File: src/rtl/rv32m_mul_issue.sv
// Core-side issue/retire sequencer for the RV32M multiply datapath (MUL/MULH/MULHSU/MULHU).
// Optional zero-operand bypass enabled by defining RV32M_MUL_ZERO_BYPASS_EN.
module rv32m_mul_issue (
   input  logic        clk_i,
   input  logic        rst_i,
   input  logic        req_valid_i,
   output logic        req_ready_o,
   input  logic [2:0]  req_funct3_i,
   input  logic [31:0] req_rs1_i,
   input  logic [31:0] req_rs2_i,
   input  logic [4:0]  req_rd_i,
   output logic        mult_en_o,
   output logic        mult_rst_o,
   output logic [31:0] mult_a_o,
   output logic [31:0] mult_b_o,
   input  logic        mult_done_i,
   input  logic [63:0] mult_product_i,
   output logic        resp_valid_o,
   input  logic        resp_ready_i,
   output logic [31:0] resp_data_o,
   output logic [4:0]  resp_rd_o
);

   typedef enum logic [1:0] {IDLE, RUN, CLEAR, RESP} state_t;

   localparam logic [2:0] F3_MUL    = 3'b000;
   localparam logic [2:0] F3_MULH   = 3'b001;
   localparam logic [2:0] F3_MULHSU = 3'b010;

   state_t      r_state;
   state_t      w_nextState;
   logic [2:0]  r_funct3;
   logic [4:0]  r_rd;
   logic [31:0] r_magA;
   logic [31:0] r_magB;
   logic        r_neg;
   logic [63:0] r_product;

   logic        w_accept;
   logic        w_aSigned;
   logic        w_bSigned;
   logic [31:0] w_magA;
   logic [31:0] w_magB;
   logic        w_neg;
   logic        w_zeroOp;
   logic [63:0] w_corrected;

   assign w_accept  = req_valid_i && (r_state == IDLE);
   assign w_aSigned = (req_funct3_i == F3_MULH) || (req_funct3_i == F3_MULHSU);
   assign w_bSigned = (req_funct3_i == F3_MULH);
   assign w_magA    = (w_aSigned && req_rs1_i[31]) ? (~req_rs1_i + 32'd1) : req_rs1_i;
   assign w_magB    = (w_bSigned && req_rs2_i[31]) ? (~req_rs2_i + 32'd1) : req_rs2_i;
   assign w_neg     = (req_funct3_i == F3_MULH)   ? (req_rs1_i[31] ^ req_rs2_i[31]) :
                      (req_funct3_i == F3_MULHSU) ? req_rs1_i[31] : 1'b0;

`ifdef RV32M_MUL_ZERO_BYPASS_EN
   assign w_zeroOp = (req_rs1_i == 32'd0) || (req_rs2_i == 32'd0);
`else
   assign w_zeroOp = 1'b0;
`endif

   // The multiplier only ever sees magnitudes, so the sign is restored here on capture.
   assign w_corrected = r_neg ? (~mult_product_i + 64'd1) : mult_product_i;

   always_ff @(posedge clk_i or posedge rst_i) begin
      if (rst_i) begin
         r_state <= IDLE;
      end else begin
         r_state <= w_nextState;
      end
   end

   always_comb begin
      w_nextState = r_state;
      case (r_state)
         IDLE:    if (w_accept) w_nextState = w_zeroOp ? RESP : RUN;
         RUN:     if (mult_done_i) w_nextState = CLEAR;
         CLEAR:   w_nextState = RESP;
         RESP:    if (resp_ready_i) w_nextState = IDLE;
         default: w_nextState = IDLE;
      endcase
   end

   // Operand magnitudes stay on the multiplier inputs until the next accept.
   always_ff @(posedge clk_i or posedge rst_i) begin
      if (rst_i) begin
         r_funct3  <= 3'd0;
         r_rd      <= 5'd0;
         r_magA    <= 32'd0;
         r_magB    <= 32'd0;
         r_neg     <= 1'b0;
         r_product <= 64'd0;
      end else if (w_accept) begin
         r_funct3  <= req_funct3_i;
         r_rd      <= req_rd_i;
         r_magA    <= w_magA;
         r_magB    <= w_magB;
         r_neg     <= w_neg;
         r_product <= 64'd0;
      end else if ((r_state == RUN) && mult_done_i) begin
         r_product <= w_corrected;
      end
   end

   always_comb begin
      req_ready_o  = (r_state == IDLE);
      mult_en_o    = (r_state == RUN);
      mult_rst_o   = rst_i || (r_state == CLEAR);
      mult_a_o     = r_magA;
      mult_b_o     = r_magB;
      resp_valid_o = (r_state == RESP);
      resp_data_o  = (r_funct3 == F3_MUL) ? r_product[31:0] : r_product[63:32];
      resp_rd_o    = r_rd;
   end

endmodule

File: config.mk
export PLATFORM = sky130hd
export DESIGN_NAME = rv32m_mul_issue
export DESIGN_NICKNAME = d
export VERILOG_FILES = /design/src/rtl/rv32m_mul_issue.sv
export SDC_FILE = /design/constraint.sdc
export NUM_CORES = 1
export LEC_CHECK = 0
export CAP_MARGIN = 25
export CORE_ASPECT_RATIO = 2
export CORE_MARGIN = 5
export CORE_UTILIZATION = 49
export DETAILED_ROUTE_END_ITERATION = 8
export HOLD_SLACK_MARGIN = 0.03
export PLACE_DENSITY_LB_ADDON = 0.25
export SYNTH_ARGS = -nofsm -noshare
export SYNTH_HDL_FRONTEND = slang
export SYNTH_SLANG_ARGS = --single-unit
File: constraint.sdc
create_clock -name clk_i -period 5 [get_ports clk_i]
set_input_delay 0.75 -clock clk_i [delete_from_list [all_inputs] [get_ports clk_i]]
set_output_delay 0.75 -clock clk_i [all_outputs]
set_load 0.02 [all_outputs]
Word-level counts from Yosys, hierarchy flattened
Index checks and enable logic that the tools add are counted.
{ "op_classes": {"add_sub_neg": 3, "n_mul": 0, "div": 0, "n_lt_le_gt_ge": 0, "n_eq_ne": 8, "n_shift": 0, "mux": 12, "n_bitwise": 4, "reduce_logical": 10} }
{ "op_table": {"columns": ["op", "count"], "rows": [
  ["two-way mux 64 bit", 3],
  ["two-way mux 32 bit", 3],
  ["adder 32 x 1 -> 32 bit, second input constant", 2],
  ["adder 64 x 1 -> 64 bit, second input constant", 1],
  ["NOT 32 bit", 2],
  ["NOT 64 bit", 1],
  ["case mux 2 bit (4 select lines)", 1],
  ["two-way mux 2 bit", 3],
  ["!= test 2 x 1 -> 1 bit, second input constant", 3],
  ["== test 2 bit, second input constant", 2],
  ["logical AND 1 bit", 4],
  ["== test 3 x 1 -> 1 bit, second input constant", 1],
  ["== test 3 x 2 -> 1 bit, second input constant", 1],
  ["logical NOT 3 bit", 1],
  ["AND reduction 3 bit", 1],
  ["== test 2 x 1 -> 1 bit, second input constant", 1],
  ["logical NOT 2 bit", 1],
  ["logical OR 1 bit", 2],
  ["two-way mux 1 bit", 2],
  ["nonzero test 2 bit", 1],
  ["bitwise XOR 1 bit", 1]
]} }
{ "totals": {"reg_bits": 139, "latchBits": 0, "ramBits": 0, "romBits": 0, "in_bits": 141, "out_inout_bits": 105, "elab_cells": 44, "n_memories": 0} }

Logic depth before layout (Yosys ltp)
Gate-level depths: netlist of run 1.
{ "depth": {"word_depth": 5, "depth_mapped": 9, "depth_no_buf": 7} }

Worst setup path after synthesis of run 1
OpenSTA, ideal clock, no wires.
{ "synth_path": {"path_type": "input to register", "startpoint": "in mult_product_i[18]", "endpoint": "reg r_product[57]", "setup_time_ns": 0.104, "arrival_ns": 2.943, "required_ns": 4.896, "path_slack_ns": 1.953, "stages": 7, "path_buffers": 2, "cell_sequence": "or4_4 > or3_1 > buf_2 > or4_1 > buf_2 > or4_1 > o311ai_1"} }
{ "synth_via": {"elab_chain_cells": 5} }
{ "synth_rtl": {"columns": ["element", "line_no", "source"], "rows": [
  ["from (decl)", "17", "input logic [63:0] mult_product_i,"],
  ["NOT 64 bit", "63", "assign w_corrected = r_neg ? (~mult_product_i + 64'd1) : mult_product_i;"],
  ["adder 64 x 1 -> 64 bit", "63", null],
  ["two-way mux 64 bit", "63", null],
  ["two-way mux 64 bit", "100", "end else if ((r_state == RUN) && mult_done_i) begin"],
  ["two-way mux 64 bit", "93", "end else if (w_accept) begin"],
  ["to (signal assigned)", "101", "r_product <= w_corrected;"],
  ["to (decl)", "37", "logic [63:0] r_product;"]
]} }
No other way between the ends. The select of a mux whose other input is x is not followed.
A chain may end at the register's enable or synchronous reset.

Final worst setup path of run 1
{ "layout_path": {"startpoint": "in mult_product_i[8]", "endpoint": "reg r_product[57]"} }
The elaborated chain is that of the path after synthesis.

==> results of run 1 <==
## final cells by class
cell class,instances,share of cell area [%]
multi-input combinational,819,41.98
sequential,139,28.50
timing repair buffer,267,21.75
clock buffer,19,3.629
tap,213,2.183
clock inverter,13,1.158
inverter,24,0.7791
antenna,1,0.02050
## per-stage QoR
stage / setup WS [ps] / total power, W / hold WS, ps / util, % / std cells
after floorplan: 525.5 / 0.003732 / 444.4 / - / 1046
final: 1180 / 0.006576 / 471.3 / 68.30 / 1495
after global placement: 887.4 / 0.005222 / 456.4 / 64.68 / 1459
after CTS: 1208 / 0.006593 / 478.1 / 68.10 / 1492
after detailed placement: 763.4 / 0.005293 / 464.9 / 64.83 / 1460
after global routing: 947.2 / 0.006961 / 502.6 / 68.30 / 1495
## Yosys cell counts (4+ instances only)
cell type / number / area (um2)
nand2_1: 167 / 626.9
dfrtp_1: 139 / 3478
o21ai_0: 120 / 600.6
clkbuf_1: 56 / 210.2
xor2_1: 51 / 446.7
nor3_1: 43 / 215.2
nor2_1: 42 / 157.7
xnor2_1: 38 / 332.8
or4_1: 36 / 270.3
mux2_2: 32 / 360.4
nand3_1: 30 / 150.1
nor4_1: 29 / 181.4
or3_1: 28 / 175.2
inv_1: 24 / 90.09
a21oi_1: 21 / 105.1
o41ai_1: 20 / 175.2
a31oi_1: 17 / 106.4
o31ai_1: 17 / 127.6
nand4_1: 15 / 93.84
a32oi_1: 11 / 96.34
mux2i_1: 10 / 100.1
or2_2: 9 / 56.30
and3_1: 8 / 50.05
a32o_1: 7 / 70.07
ha_1: 7 / 87.58
buf_1: 6 / 22.52
nor3b_1: 6 / 45.04
o2111ai_1: 5 / 43.79
and2_1: 4 / 25.02
nand3b_1: 4 / 30.03
nand4b_1: 4 / 35.03
## tightest hold or removal path, stage by stage, from the launching register on
cell and delay, ps:
dfrtp_1 340, nand2_1 50, nand3_1 50
## routing by layer
| metal | vias up | track usage (%) | share of wire, % |
|---|---|---|---|
| met5 | - | 0 | 0 |
| met4 | 0 | 21.68 | 7.6 |
| met3 | 114 | 8.561 | 7.7 |
| met2 | 427 | 55.48 | 52 |
| met1 | 4339 | 30.95 | 32 |
| li1 | 4296 | - | - |
## registers in the layout (all words and copies together), names as in the netlist
signal     flops
mult_a_o      32
mult_b_o      32
r_funct3       3
r_neg          1
r_product     64
r_state        2
resp_rd_o      5
## layout by cell type, fill, tap and decap left out, types with 10 or more instances in the layout
master           Yosys  layout
buf_4                0      19
nor2_1              42      42
nor3_1              43      42
nand2_1            167     166
or3_1               28      28
xnor2_1             38      38
inv_1               24      23
a21oi_1             21      20
mux2i_1             10      10
nor4_1              29      29
mux2_2              32      32
a31oi_1             17      17
a32oi_1             11      11
o41ai_1             20      20
clkdlybuf4s50_1      0     245
dfrtp_1            139     139
nand3_1             30      29
xor2_1              51      51
clkbuf_16            0      17
o21ai_0            120     120
o31ai_1             17      17
nand4_1             15      15
or4_1               36      36
## worst paths after layout
| path | startpoint | end | slack, ps | cells after the start |
|---|---|---|---|---|
| max reg2reg | r_state[1]$_DFFE_PP0P_ | r_product[56]$_DFFE_PP0P_ | 2130 | 8 |
| max in group asynchronous | rst_i | mult_b_o[18]$_DFFE_PP0P_ | 3140 | 3 |
| max | mult_product_i[8] | r_product[57]$_DFFE_PP0P_ | 1180 | 6 |
| min | mult_b_o[26]$_DFFE_PP0P_ | mult_b_o[26]$_DFFE_PP0P_ | 470 | 2 |
| min in group asynchronous | rst_i | mult_a_o[12]$_DFFE_PP0P_ | 910 | 2 |
| min reg2reg | mult_b_o[26]$_DFFE_PP0P_ | mult_b_o[26]$_DFFE_PP0P_ | 470 | 2 |
## logic make-up after synthesis
family	Yosys count	synth area share [%]
AOI/OAI and AO/OA	238	16.83
xor gates and xnor gates	89	8.752
adders and majority gates	7	0.9834
buffers and inverters	88	3.737
DFF	139	39.06
muxes	42	5.170
and+or+nand+nor	443	25.47
## power groups by stage
| stage | combinational, W | clock (W) | sequential [W] |
|---|---|---|---|
| 2_1_floorplan | 0.00153 | 0 | 0.00220 |
| 3_3_place_gp | 0.00325 | 0 | 0.00197 |
| 3_5_place_dp | 0.00331 | 0 | 0.00198 |
| 4_1_cts | 0.00332 | 0.00129 | 0.00198 |
| 5_1_grt | 0.00359 | 0.00134 | 0.00203 |
| 6_report | 0.00332 | 0.00127 | 0.00198 |
==> run metrics, run 1 <==
DRC viols=0; detailed-route via count=9176; Core Area=17870 um2; Clock Tree Buf Depth=2; initial core utilization=49.84%; switch share=41.01%; Crit path largest cell delay=830 ps; crit start category=input port; Max Fclk=261.8 MHz; chip width=105.3 um; Die H=200.7 um; Top cell by count, worst path=or4_1; Slew headroom=27.45%; synthesis warning total=0; max-cap violations=0; maximum VDD drop=0.4175 mV; slew of the pin with the lowest slew margin=1088 ps; GRT Residual Overflow=0; Clk pin slew, worst setup/hold paths=60 ps; die area=21140 um2; CTS tree=built; routability-driven placement congestion ratio=1.024; delay-heaviest family, CP=simple AND/OR/NAND/NOR gates; Worst Path Arrival=4140 ps; period utilisation layout=76.40%; Storage cell area=3478 um2; WL final=33070 um; LEAKAGE=4.750 nW; RSZ-0062 raised after global routing=no; # fillers=1497; combinational power share=50.5%; Post-CTS Resized=0; crit end category=register; count of state elements after synthesis=139; Non-Filler Cell Area, Final=12210 um2; pins over their slew limit=0; ys async rst share=100.0%; H-tree Lvls=4; Synth Flop Type=dfrtp_1; P&R area growth vs syn=37.05%; HP Class=register to register; Port Buf Inserts=245; crit path buf inv count=1; mapped cell area=8906 um2; Fin. Hold Viols=0; Sequential Power Share=30.1%; syn nets=1194; Critical Path RT=5320 ps; Mapped Cells=1046; drt wl/cell=22.12 um; library cells used by synthesis=53; min cycle time layout=3820 ps; Seq/Total Area, Yosys=39.06%; Post-CTS Setup Inserts=0; dpl hpwl=24620 um; Rows=69; Cell Pwr Density=538.7 nW/um2; total negative slack=0 ps; Cell Area, Placed=11590 um2; clk root buf=clkbuf_16; Crit Path Class=input port to register; Clk Latency, worst-skew pair=430 ps; crit path max fanout=9; Max Clock Skew=10.45 ps; area of the multi-input gates=5124 um2; vias in the first global route=9360; Vias/cell=6.138; largest net degree at the start of global routing=129; clock group share of total power=19.3%; Avg Synthesized Cell Area=8.514 um2; Final nets=1416; switching pwr=0.002697 W; Pint=0.003879 W; cts bufs inserted=17; Pre-antenna DRT Iters=5; worst path cell trace=clkdlybuf4s50_1 > nor4_1 > nand4b_1 > or4_1 > or4_1 > o311ai_1; final number of setup-violating endpoints=0; Sink Count=139; fraction of layout cells with a size suffix above 1=8.041%; run status=finished, final reports clean; num ports=246; GR Util All Layers=31.29%; DRT iter0 DRCs=473; Post-synth EDFFs=0; CTS Hold Bufs=0; initial antenna violation count=1; slowest CP cell=nor4_1; first-pass GRT wire length=51720 um; ANT nets after route=0
Power figures use the tool's default switching activity.
==> inputs of run 2 (changes only) <==
- CORE_UTILIZATION: 49 -> 45
- clock period: 5 -> 3.1 ns (I/O delays scaled with it)
==> run metrics, run 2 (synthesized netlist as in run 1, its figures left out) <==
run status=finished, final reports clean; Cells after DPL=1605; die area=22870 um2; clk root buf=clkbuf_16; crit path buf inv count=2; dpl hpwl=26770 um; Post-CTS Resized=0; Worst Path Arrival=2440 ps; HP Class=input port to asynchronous set/reset pin; Biggest register=r_product; LEAKAGE=5.226 nW; cts bufs inserted=17; max-cap violations=0; fraction of layout cells with a size suffix above 1=14.59%; initial core utilization=45.77%; WL final=35050 um; Critical Path RT=2630 ps; num ports=246; Port Buf Inserts=245; drt wl/cell=21.39 um; chip width=109.5 um; Rows=72; Fin. Hold Viols=0; Slew headroom=34.74%; CTS tree=built; crit start category=register; Core Area=19460 um2; Post-CTS Setup Inserts=0; Clk Latency, worst-skew pair=440 ps; Vias/cell=5.815; largest net degree at the start of global routing=129; vias in the first global route=9939; slew of the pin with the lowest slew margin=977.8 ps; GRT Residual Overflow=0; routability-driven placement congestion ratio=1.040; slowest CP cell=clkdlybuf4s50_1; Cell Pwr Density=837.9 nW/um2; H-tree Lvls=4; P&R area growth vs syn=46.70%; initial antenna violation count=3; Crit Path Class=register to output pin; Non-Filler Cell Area, Final=13070 um2; Cell Area, Placed=12420 um2; DRC viols=0; GR Util All Layers=31.12%; Max Fclk=344.7 MHz; period utilisation layout=93.58%; Max Clock Skew=6.042 ps; DRT iter0 DRCs=428; crit end category=output pin; crit path max fanout=32; Clk pin slew, worst setup/hold paths=70 ps; Clock Tree Buf Depth=2; Layout Cells excl Fill=1639; min cycle time layout=2901 ps; ANT nets after route=0; max reg flops=64; Sink Count=139; Pwr Total=0.01095 W; commonest non-fill, non-tap cell in the layout=clkdlybuf4s50_1; RSZ-0062 raised after global routing=no; final number of setup-violating endpoints=0; maximum VDD drop=0.5464 mV; Final nets=1513; pins over their slew limit=0; Crit path largest cell delay=590 ps; final core utilization=67.14%; delay-heaviest family, CP=buffers and inverters; most frequent cells in the layout=clkdlybuf4s50_1, nand2_1, dfrtp_1, o21ai_0, buf_4; CTS Hold Bufs=0; Pre-antenna DRT Iters=5; worst path cell trace=nor3_2 > buf_4 > mux2_2 > clkdlybuf4s50_1; first-pass GRT wire length=53720 um; detailed-route via count=9531; Die H=209.0 um
==> run 2: cell types whose count changed in the layout (fill, tap and decap cells not counted), moves of 2 or more <==
cell	before	now
buf_12	0	4
buf_16	2	0
buf_4	19	115
bufinv_16	2	4
clkinv_2	3	0
inv_6	3	6
==> run 2: through the flow <==
stage	setup TNS, ps	hold WS [ps]	setup WS (ps)
floorplan	0	444.4	337.9
global placement	-1045	456.8	-104.4
detailed placement	-2092	460.9	-145.8
CTS	0	412.1	171.6
global route	0	434.5	96.92
finish	0	418.8	199.0
==> run 2: routing by layer <==
metal | routed length [um] | GRT usage [%]
met5 | 13 | 0
met4 | 3407 | 26.60
met2 | 18100 | 53.68
met1 | 10850 | 28.42
met3 | 2689 | 9.728
==> run 2: cell type report <==
class                      count  area (um2)
antenna                        2       5.005
clock buffer                  18       439.2
clock inverter                14       205.2
fill                        1655        6394
inverter                      24       93.84
multi-input combinational    819        5124
sequential                   139        3478
tap                          259       324.1
timing repair buffer         364        3396
==> run 2: worst paths after layout <==
check | start | to | slack [ps] | cells past startpoint
min in group clk_i | resp_rd_o[2]$_DFFE_PP0P_ | resp_rd_o[2]$_DFFE_PP0P_ | 480 | 2
setup / recovery | r_funct3[1]$_DFFE_PP0P_ | resp_data_o[26] | 200 | 4
setup reg to reg | r_state[0]$_DFFE_PP0P_ | r_product[50]$_DFFE_PP0P_ | 740 | 7
hold reg to reg | resp_rd_o[2]$_DFFE_PP0P_ | resp_rd_o[2]$_DFFE_PP0P_ | 480 | 2
hold / removal | rst_i | mult_a_o[13]$_DFFE_PP0P_ | 420 | 2
max in group asynchronous | rst_i | r_product[35]$_DFFE_PP0P_ | 1930 | 3
==> run 2: power breakdown <==
group / internal, W / switching [W] / leakage, nW
clock network: 0.00138 / 0.000881 / 0.309
logic: 0.00247 / 0.00300 / 3.14
registers: 0.00265 / 0.000563 / 1.78
total: 0.00650 / 0.00444 / 5.23
==> run 2: worst reg2reg max path, delay by kind of cell (launching register included) <==
family | cells | cell delay (ps)
fa+ha+maj | 1 | 410
buf+inv | 2 | 400
flops | 1 | 380
simple gates | 4 | 1120
==> inputs of run 3 (changes only) <==
- CAP_MARGIN: 25 -> not set
- GPL_TIMING_DRIVEN: not set -> 0
==> run metrics, run 3 (synthesized netlist as in run 1, its figures left out) <==
Non-Filler Cell Area, Final=12470 um2; min cycle time layout=3083 ps; crit start category=input port; critical hold path startpoint=mult_product_i[17]; H-tree Lvls=4; Slew headroom=40.42%; Fin. Hold Viols=0; Clk Latency, worst-skew pair=430 ps; RSZ-0062 raised after global routing=no; Max Clock Skew=8.067 ps; run status=finished, final reports clean; dpl hpwl=28470 um; vias in the first global route=9946; Pre-antenna DRT Iters=5; reg2reg setup slack=180 ps; Core Area=19460 um2; DRC viols=0; Layout Cells excl Fill=1585; Final nets=1462; GRT Residual Overflow=0; Cells after DPL=1552; Cell Area, Placed=11740 um2; HP Class=input port to register; Vias/cell=5.955; Worst Path Arrival=3440 ps; Biggest register=r_product; dpl ws=-915.5 ps; most frequent cells in the layout=clkdlybuf4s50_1, nand2_1, dfrtp_1, o21ai_0; period utilisation layout=99.45%; P&R area growth vs syn=40.00%; max-cap violations=0; CTS tree=built; Rows=72; Cell Pwr Density=873.2 nW/um2; chip width=109.5 um; drt wl/cell=22.98 um; Crit Path Class=input port to register; setup ws final=16.99 ps; Critical Path Start=mult_product_i[18]; max reg flops=64; crit path max fanout=8; Critical Path RT=3460 ps; Port Buf Inserts=244; Max Fclk=324.4 MHz; Clk pin slew, worst setup/hold paths=60 ps; die area=22870 um2; slew of the pin with the lowest slew margin=885.6 ps; ANT nets after route=0; largest net degree at the start of global routing=42; maximum VDD drop=0.5849 mV; Sink Count=139; worst r2r src=r_state[0]$_DFFE_PP0P_; ANT cells=0; final number of setup-violating endpoints=0; crit end category=register; LEAKAGE=4.781 nW; cts bufs inserted=17; initial antenna violation count=0; routability-driven placement congestion ratio=1.035; first-pass GRT wire length=54610 um; initial core utilization=45.77%; pins over their slew limit=0; DRT iter0 DRCs=494; clk root buf=clkbuf_16; fraction of layout cells with a size suffix above 1=7.617%; commonest non-fill, non-tap cell in the layout=clkdlybuf4s50_1; Die H=209.0 um; WL final=36430 um; GR Util All Layers=32.12%; detailed-route via count=9439; # fillers=1764; CTS Hold Bufs=0; num ports=246; Clock Tree Buf Depth=2
-- run 3: cell types whose count changed in the layout (fill, tap and decap cells not counted), sizes merged, moves of 2 or more --
cell,delta
inv,-5
diode,-2
buf,-106
clkbuf,+59
clkinvlp,+2
clkdlybuf4s50,-4
dlymetal6s2s,+2
-- run 3: repair_timing --
action / in CTS / in global routing
setup buffers: 0 / 2
pin swaps: 1 / 2
gates resized for setup: 16 / 13
endpoints found under the setup margin: 66 / 44
-- run 3: routing by layer --
layer	wire, um	up-vias	track usage [%]	part of all wire, %
li1	-	4407	-	-
met1	11160	4475	28.60	31
met2	19280	427	57.63	53
met3	2827	130	9.574	7.8
met4	3152	0	25.14	8.7
met5	0	-	0	0
-- run 3: worst max-delay path: stages --
cell,delay [ps]
clkdlybuf4s50_1,450
or4_4,590
or4b_4,600
or3_1,440
clkbuf_1,230
or4_1,560
nand3_1,100
-- run 3: report_power, final --
part           internal [W]  total [W]  switching, W
combinational       0.00240    0.00556       0.00316
sequential          0.00265    0.00320      0.000544
clock               0.00132    0.00213      0.000811
total               0.00637     0.0109       0.00451
-- run 3: final timing paths --
path                                              to  cells past startpoint
max                        r_product[45]$_DFFE_PP0P_                      7
min                        r_product[17]$_DFFE_PP0P_                      3
min in group asynchronous  r_product[53]$_DFFE_PP0P_                      2
max in group asynchronous   mult_b_o[13]$_DFFE_PP0P_                      4
min reg2reg                 mult_b_o[28]$_DFFE_PP0P_                      2
max reg2reg                r_product[27]$_DFFE_PP0P_                      9
-- run 3: layout make-up --
class	count	area, um2	area share [%]
inverter	24	93.84	0.7526
clock inverter	10	138.9	1.114
sequential	139	3478	27.90
multi-input combinational	819	5182	41.57
clock buffer	21	470.5	3.773
tap	259	324.1	2.599
buffer	64	259.0	2.077
timing repair buffer	249	2521	20.22
-- run 3: metrics by stage --
step	TNS (ps)	utilization (%)	power, W	hold WS (ps)
2_1_floorplan	0	-	0.006019	444.4
3_3_place_gp	-87820	60.01	0.008624	456.3
3_5_place_dp	-25250	60.31	0.008707	461.3
4_1_cts	0	63.75	0.01091	461.7
5_1_grt	0	64.08	0.01148	466.6
6_report	0	64.08	0.01089	448.3
